`src/rtl/nibble_serial_alu_pkg.sv`:
```
// Shared constants and types for the nibble-serial word ALU.
// Optional signed-flag logic is enabled by defining FLAGS_EN.
package nibble_serial_alu_pkg;

    localparam int NIBBLE_W = 4;

    localparam logic [2:0] OP_ADD   = 3'b000;
    localparam logic [2:0] OP_SUB   = 3'b001;
    localparam logic [2:0] OP_AND   = 3'b010;
    localparam logic [2:0] OP_OR    = 3'b011;
    localparam logic [2:0] OP_XOR   = 3'b100;
    localparam logic [2:0] OP_NOTA  = 3'b101;
    localparam logic [2:0] OP_INCA  = 3'b110;
    localparam logic [2:0] OP_PASSB = 3'b111;

    typedef enum logic [1:0] {
        ST_IDLE = 2'd0,
        ST_RUN  = 2'd1,
        ST_DONE = 2'd2
    } state_t;

    typedef struct packed {
        logic [2:0] op;
        logic       carry;
    } req_ctl_t;

    function automatic logic is_arith(input logic [2:0] op);
        return (op == OP_ADD) || (op == OP_SUB) || (op == OP_INCA);
    endfunction

    function automatic logic init_carry(input logic [2:0] op, input logic cin);
        case (op)
            OP_ADD:  return cin;
            OP_SUB:  return 1'b1;
            OP_INCA: return 1'b1;
            default: return 1'b0;
        endcase
    endfunction

endpackage

```
`src/rtl/nibble_serial_alu_slice.sv`:
```
// Combinational 4-bit ALU slice; c3 (carry into the top bit) exists only
// when FLAGS_EN is defined, since it feeds nothing but the overflow flag.
module nibble_slice
    import nibble_serial_alu_pkg::*;
(
    input  logic [NIBBLE_W-1:0] a4,
    input  logic [NIBBLE_W-1:0] b4,
    input  logic [2:0]          op,
    input  logic                ci,
`ifdef FLAGS_EN
    output logic                c3,
`endif
    output logic [NIBBLE_W-1:0] f4,
    output logic                co
);

    logic [NIBBLE_W-1:0] bb;
    logic [NIBBLE_W:0]   sum;

    // INCA is a + 0 + 1: the operand is gated off and the initial carry supplies the 1.
    always_comb begin
        bb = '0;
        case (op)
            OP_ADD:  bb = b4;
            OP_SUB:  bb = ~b4;
            default: bb = '0;
        endcase
    end

    assign sum = {1'b0, a4} + {1'b0, bb} + {{NIBBLE_W{1'b0}}, ci};

`ifdef FLAGS_EN
    logic [NIBBLE_W-1:0] low;
    assign low = {1'b0, a4[NIBBLE_W-2:0]} + {1'b0, bb[NIBBLE_W-2:0]}
               + {{(NIBBLE_W-1){1'b0}}, ci};
    assign c3  = is_arith(op) ? low[NIBBLE_W-1] : 1'b0;
`endif

    always_comb begin
        f4 = '0;
        co = 1'b0;
        case (op)
            OP_ADD, OP_SUB, OP_INCA: begin
                f4 = sum[NIBBLE_W-1:0];
                co = sum[NIBBLE_W];
            end
            OP_AND:   f4 = a4 & b4;
            OP_OR:    f4 = a4 | b4;
            OP_XOR:   f4 = a4 ^ b4;
            OP_NOTA:  f4 = ~a4;
            OP_PASSB: f4 = b4;
            default:  f4 = '0;
        endcase
    end

endmodule

```
`src/rtl/nibble_serial_alu.sv`:
```
// Multi-cycle word ALU: one nibble per clock, LSB first, carry registered between slices.
// Define FLAGS_EN to compute the ovf/neg flags; otherwise they are tied low.
module nibble_serial_alu
    import nibble_serial_alu_pkg::*;
#(
    parameter int NIBBLES = 4,
    localparam int W      = NIBBLE_W * NIBBLES,
    localparam int IDX_W  = $clog2(NIBBLES)
) (
    input  logic         clk,
    input  logic         rst,
    input  logic         in_valid,
    output logic         in_ready,
    input  logic [2:0]   op,
    input  logic [W-1:0] a,
    input  logic [W-1:0] b,
    input  logic         cin,
    output logic         out_valid,
    input  logic         out_ready,
    output logic [W-1:0] result,
    output logic         cout,
    output logic         zero,
    output logic         ovf,
    output logic         neg
);

    state_t             state, state_n;
    logic [IDX_W-1:0]   idx;
    logic [W-1:0]       a_q, b_q, result_q, res_n;
    req_ctl_t           ctl_q;
    logic               cout_q, zero_q;
    logic [NIBBLE_W-1:0] a4, b4, f4;
    logic               co;
    logic               last;

    assign last = (idx == IDX_W'(NIBBLES - 1));
    assign a4   = a_q[idx*NIBBLE_W +: NIBBLE_W];
    assign b4   = b_q[idx*NIBBLE_W +: NIBBLE_W];

`ifdef FLAGS_EN
    logic c3;
    logic ovf_q, neg_q;
`endif

    nibble_slice u_slice (
        .a4 (a4),
        .b4 (b4),
        .op (ctl_q.op),
        .ci (ctl_q.carry),
`ifdef FLAGS_EN
        .c3 (c3),
`endif
        .f4 (f4),
        .co (co)
    );

    // Current slice merged into the word so zero can see all W bits on the last nibble.
    always_comb begin
        res_n = result_q;
        res_n[idx*NIBBLE_W +: NIBBLE_W] = f4;
    end

    always_ff @(posedge clk) begin
        if (rst) state <= ST_IDLE;
        else     state <= state_n;
    end

    always_comb begin
        state_n   = state;
        in_ready  = 1'b0;
        out_valid = 1'b0;
        case (state)
            ST_IDLE: begin
                in_ready = 1'b1;
                if (in_valid) state_n = ST_RUN;
            end
            ST_RUN: begin
                if (last) state_n = ST_DONE;
            end
            ST_DONE: begin
                out_valid = 1'b1;
                if (out_ready) state_n = ST_IDLE;
            end
            default: state_n = ST_IDLE;
        endcase
    end

    always_ff @(posedge clk) begin
        if (rst) begin
            idx      <= '0;
            a_q      <= '0;
            b_q      <= '0;
            ctl_q    <= '0;
            result_q <= '0;
            cout_q   <= 1'b0;
            zero_q   <= 1'b0;
`ifdef FLAGS_EN
            ovf_q    <= 1'b0;
            neg_q    <= 1'b0;
`endif
        end else begin
            case (state)
                ST_IDLE: begin
                    if (in_valid) begin
                        a_q         <= a;
                        b_q         <= b;
                        ctl_q.op    <= op;
                        ctl_q.carry <= init_carry(op, cin);
                        idx         <= '0;
                    end
                end
                ST_RUN: begin
                    result_q    <= res_n;
                    ctl_q.carry <= co;
                    idx         <= idx + 1'b1;
                    if (last) begin
                        idx    <= '0;
                        cout_q <= is_arith(ctl_q.op) ? co : 1'b0;
                        zero_q <= (res_n == '0);
`ifdef FLAGS_EN
                        ovf_q  <= is_arith(ctl_q.op) ? (c3 ^ co) : 1'b0;
                        neg_q  <= f4[NIBBLE_W-1];
`endif
                    end
                end
                default: ;
            endcase
        end
    end

    assign result = result_q;
    assign cout   = cout_q;
    assign zero   = zero_q;
`ifdef FLAGS_EN
    assign ovf    = ovf_q;
    assign neg    = neg_q;
`else
    assign ovf    = 1'b0;
    assign neg    = 1'b0;
`endif

endmodule

```
`config.mk`:
```
export PLATFORM = sky130hd
export DESIGN_NAME = nibble_serial_alu
export DESIGN_NICKNAME = d
export VERILOG_FILES = /design/src/rtl/nibble_serial_alu_pkg.sv /design/src/rtl/nibble_serial_alu_slice.sv /design/src/rtl/nibble_serial_alu.sv
export SDC_FILE = /design/constraint.sdc
export NUM_CORES = 1
export LEC_CHECK = 0
export ABC_AREA = 1
export CAP_MARGIN = 10
export CORE_ASPECT_RATIO = 0.9
export CORE_UTILIZATION = 55
export CTS_BUF_LIST = sky130_fd_sc_hd__clkbuf_8
export DETAILED_ROUTE_END_ITERATION = 8
export PLACE_DENSITY = 0.83
export RECOVER_POWER = 50
export SLEW_MARGIN = 20
export SYNTH_ARGS = -nofsm -noshare
export SYNTH_HDL_FRONTEND = slang
export SYNTH_HIERARCHICAL = 1
export SYNTH_SLANG_ARGS = --single-unit
export TNS_END_PERCENT = 100
```
`constraint.sdc`:
```
create_clock -name clk -period 3.3 [get_ports clk]
set_input_delay 0.66 -clock clk [delete_from_list [all_inputs] [get_ports clk]]
set_output_delay 0.66 -clock clk [all_outputs]
set_load 0.03 [all_outputs]
```
==> reports/results.tsv <==
metric	value	unit
CTS tree	built	
R2R Setup Slk	0.39	ns
IO Count	62	
leading cell types in the layout, fill and taps excluded	nor2_1 (137), nand2_1 (84), o21ai_0 (68), dfxtp_1 (57), inv_1 (48)	
fmax	343	MHz
via count	3450	
fin. max-slew vios	0	
Max-Slew Margin vs Limit	0.250	
diode count	0	
largest net degree at the start of global routing	40	
Logic pwr share	0.300	
final setup fails	0	
total congestion overflow	0	
Max VDD drop	299	uV
Clock Latency Late Sink	0.35	ns
initial antenna violation count	0	
register area share after synthesis	0.332	
Final Instance Count excl. Fillers	677	
dpl hpwl	6230	um
Finished Core Util	0.698	
post-synthesis sequential element count	58	
number of gates resized after CTS	0	
synth warn	6	
Sw Ratio	0.360	
Hold WC Path Type	register to register	
num rows	27	
crit end category	register	
commonest non-fill, non-tap cell in the layout	nor2_1	
postcts setup bufs	0	
DRC Markers	0	
Clock Path Buffers	2	
Initial Util	0.572	
die span in y	77.7	um
CTS Buf Count	9	
Sw Pwr	719	uW
area grow syn2layout	22.0	%
Layout Skew	0.00474	ns
clk root buf	clkbuf_8	
Pwr per Cell Area	469	mW/mm2
Distinct cells, synth	33	
syn avg cell area	6.56	um2
Synth Instances	533	
RSZ-0062 raised after global routing	no	
Most common cell on crit path	nand2_1	
fin crit share	0.883	
crit-path leading delay family	simple AND/OR/NAND/NOR gates	
first drt pass iteration count	5	
Max Cap Violations	0	
Seq pwr share	0.402	
Critical Path RT	3.59	ns
final net count	644	
cell internal pwr	1280	uW
violation count after the first detailed-route iteration	281	
GPL Wtd Cong	0.925	
antenna viol nets, final	0	
Vias/cell	5.10	
GRT Resource Usage Total	0.284	
core area	0.00611	mm2
P_leak	0.00207	uW
Worst Path Arrival	3.20	ns
H-tree depth	3	
Post-CTS Hold Buffers	0	
Final Hold Viols	0	
Setup CP Type	register to register	
ratio of cells with drive above 1 in the final layout	0.0983	
outcome	complete, no violations	
CP peak stage delay	0.45	ns
PortBufs	59	
WL final	8430	um
Worst Path Max Fanout	15	
Setup TNS	0	ns
critical path, cell by cell	inv_2 > buf_4 > o21ai_0 > o22ai_1 > inv_1 > ha_1 > nand3_1 > nand3_1 > nor2_1 > nand2_1 > nand2_1 > inv_1 > nand3_1 > nand2_1 > nor2_1 > nand2_1 > nor2_1 > nand2_1 > a21oi_2	
vias in the first global route	3275	
Critical-path top delay cell	o22ai_1	
clock share of power	0.299	
Die W	86.1	um
Syn Std Cell Area	0.00350	mm2
worst hold margin	0.479	ns
Tmin final	2.91	ns
Slew @ Worst Pin	1.12	ns
first-pass GRT wire length	14900	um
Worst Setup Start Kind	register	
Cell Count Post-Placement	661	
die area	0.00668	mm2
clk slew on worst S/H paths	0.07	ns
clk sinks	58	
DR WL/cell	12.5	um
Worst Path Buf+Inv	4	
==> sequential cells by signal, summed over array words and instances, names as in the netlist <==
signal and count:
idx 2, a_q 16, result 16, b_q 16, ctl_q 4, zero 1, state 2, cout 1
==> layout make-up <==
cell class	count	area [um2]
Multi-Input combinational cell	390	1950
Fill cell	512	1850
Sequential cell	58	1160
Timing Repair Buffer	66	643
Inverter	60	228
Clock buffer	10	138
Tap cell	87	109
Clock inverter	6	41.3
==> cells in the mapped netlist <==
| master | instances | area share |
|---|---|---|
| nor2_1 | 137 | 0.15 |
| nand2_1 | 83 | 0.089 |
| o21ai_0 | 68 | 0.097 |
| dfxtp_1 | 58 | 0.33 |
| inv_1 | 48 | 0.052 |
| nand3_1 | 28 | 0.040 |
| ha_1 | 17 | 0.061 |
| inv_2 | 11 | 0.012 |
| a21oi_1 | 9 | 0.013 |
| clkbuf_1 | 9 | 0.0097 |
| nor2_2 | 8 | 0.014 |
| o22ai_1 | 8 | 0.014 |
| buf_6 | 7 | 0.023 |
| o21ai_1 | 7 | 0.010 |
| buf_2 | 5 | 0.0072 |
| buf_4 | 4 | 0.0086 |
| nor2_4 | 3 | 0.0097 |
| fa_1 | 2 | 0.011 |
| nand2_2 | 2 | 0.0036 |
| nand2_4 | 2 | 0.0064 |
| nand3_2 | 2 | 0.0057 |
| nand4_1 | 2 | 0.0036 |
| o211ai_1 | 2 | 0.0043 |
| o21a_1 | 2 | 0.0043 |
| a21oi_2 | 1 | 0.0025 |
| buf_1 | 1 | 0.0011 |
| conb_1 | 1 | 0.0011 |
| inv_4 | 1 | 0.0018 |
| nor2_8 | 1 | 0.0057 |
| nor3_2 | 1 | 0.0029 |
| o21ai_2 | 1 | 0.0025 |
| o31ai_1 | 1 | 0.0021 |
| xnor2_1 | 1 | 0.0025 |
==> worst reg2reg max path: cells and delay by family, from the launching register on <==
family | cells | cell delay (ns)
DFF | 1 | 0.34
AOI/OAI and AO/OA | 3 | 0.64
and+or+nand+nor | 11 | 1.02
buffers and inverters | 4 | 0.54
adders and majority gates | 1 | 0.29
==> power by group through the flow <==
stage               clock network (uW)  logic (uW)  registers [uW]
CTS                                600         599             803
floorplan                            0         407             839
detailed placement                   0         596             818
global route                       626         688             809
global placement                     0         578             817
finish                             597         599             804
==> cells by family (layout without fill, tap and decap cells) <==
family,count (synthesis),after routing,synth area share
AND/OR/NAND/NOR,269,269,0.328
AO/OA/AOI/OAI,99,99,0.150
buffers and inverters,86,142,0.114
flip-flops,58,58,0.332
adder cells (fa/ha/maj),19,19,0.0722
other,1,2,0.00107
XOR/XNOR,1,1,0.00250
==> worst paths after layout <==
| path | startpoint | to | cells past startpoint |
|---|---|---|---|
| worst max-delay path | idx[0] | zero | 19 |
| worst min-delay path | b_q[5] | b_q[5] | 2 |
| worst max register to register | idx[0] | zero | 19 |
| worst min register to register | b_q[5] | b_q[5] | 2 |
==> per-layer routing <==
layer | routed length, um | GRT usage | vias up
met5 | 0 | 0 | -
met4 | 171 | 0.112 | 0
met3 | 467 | 0.0617 | 14
met2 | 3870 | 0.459 | 115
met1 | 3930 | 0.367 | 1537
li1 | - | - | 1784
==> metrics by stage <==
stage | worst slack [ns] | instance area (um2) | total power [uW]
global route | 0.00368 | 4270 | 2120
floorplan | 0.409 | 3500 | 1250
CTS | 0.110 | 4260 | 2000
detailed placement | 0.147 | 4080 | 1410
global placement | 0.298 | 4080 | 1400
finish | 0.387 | 4270 | 2000
Note: power is estimated with default switching activity, not from simulation.
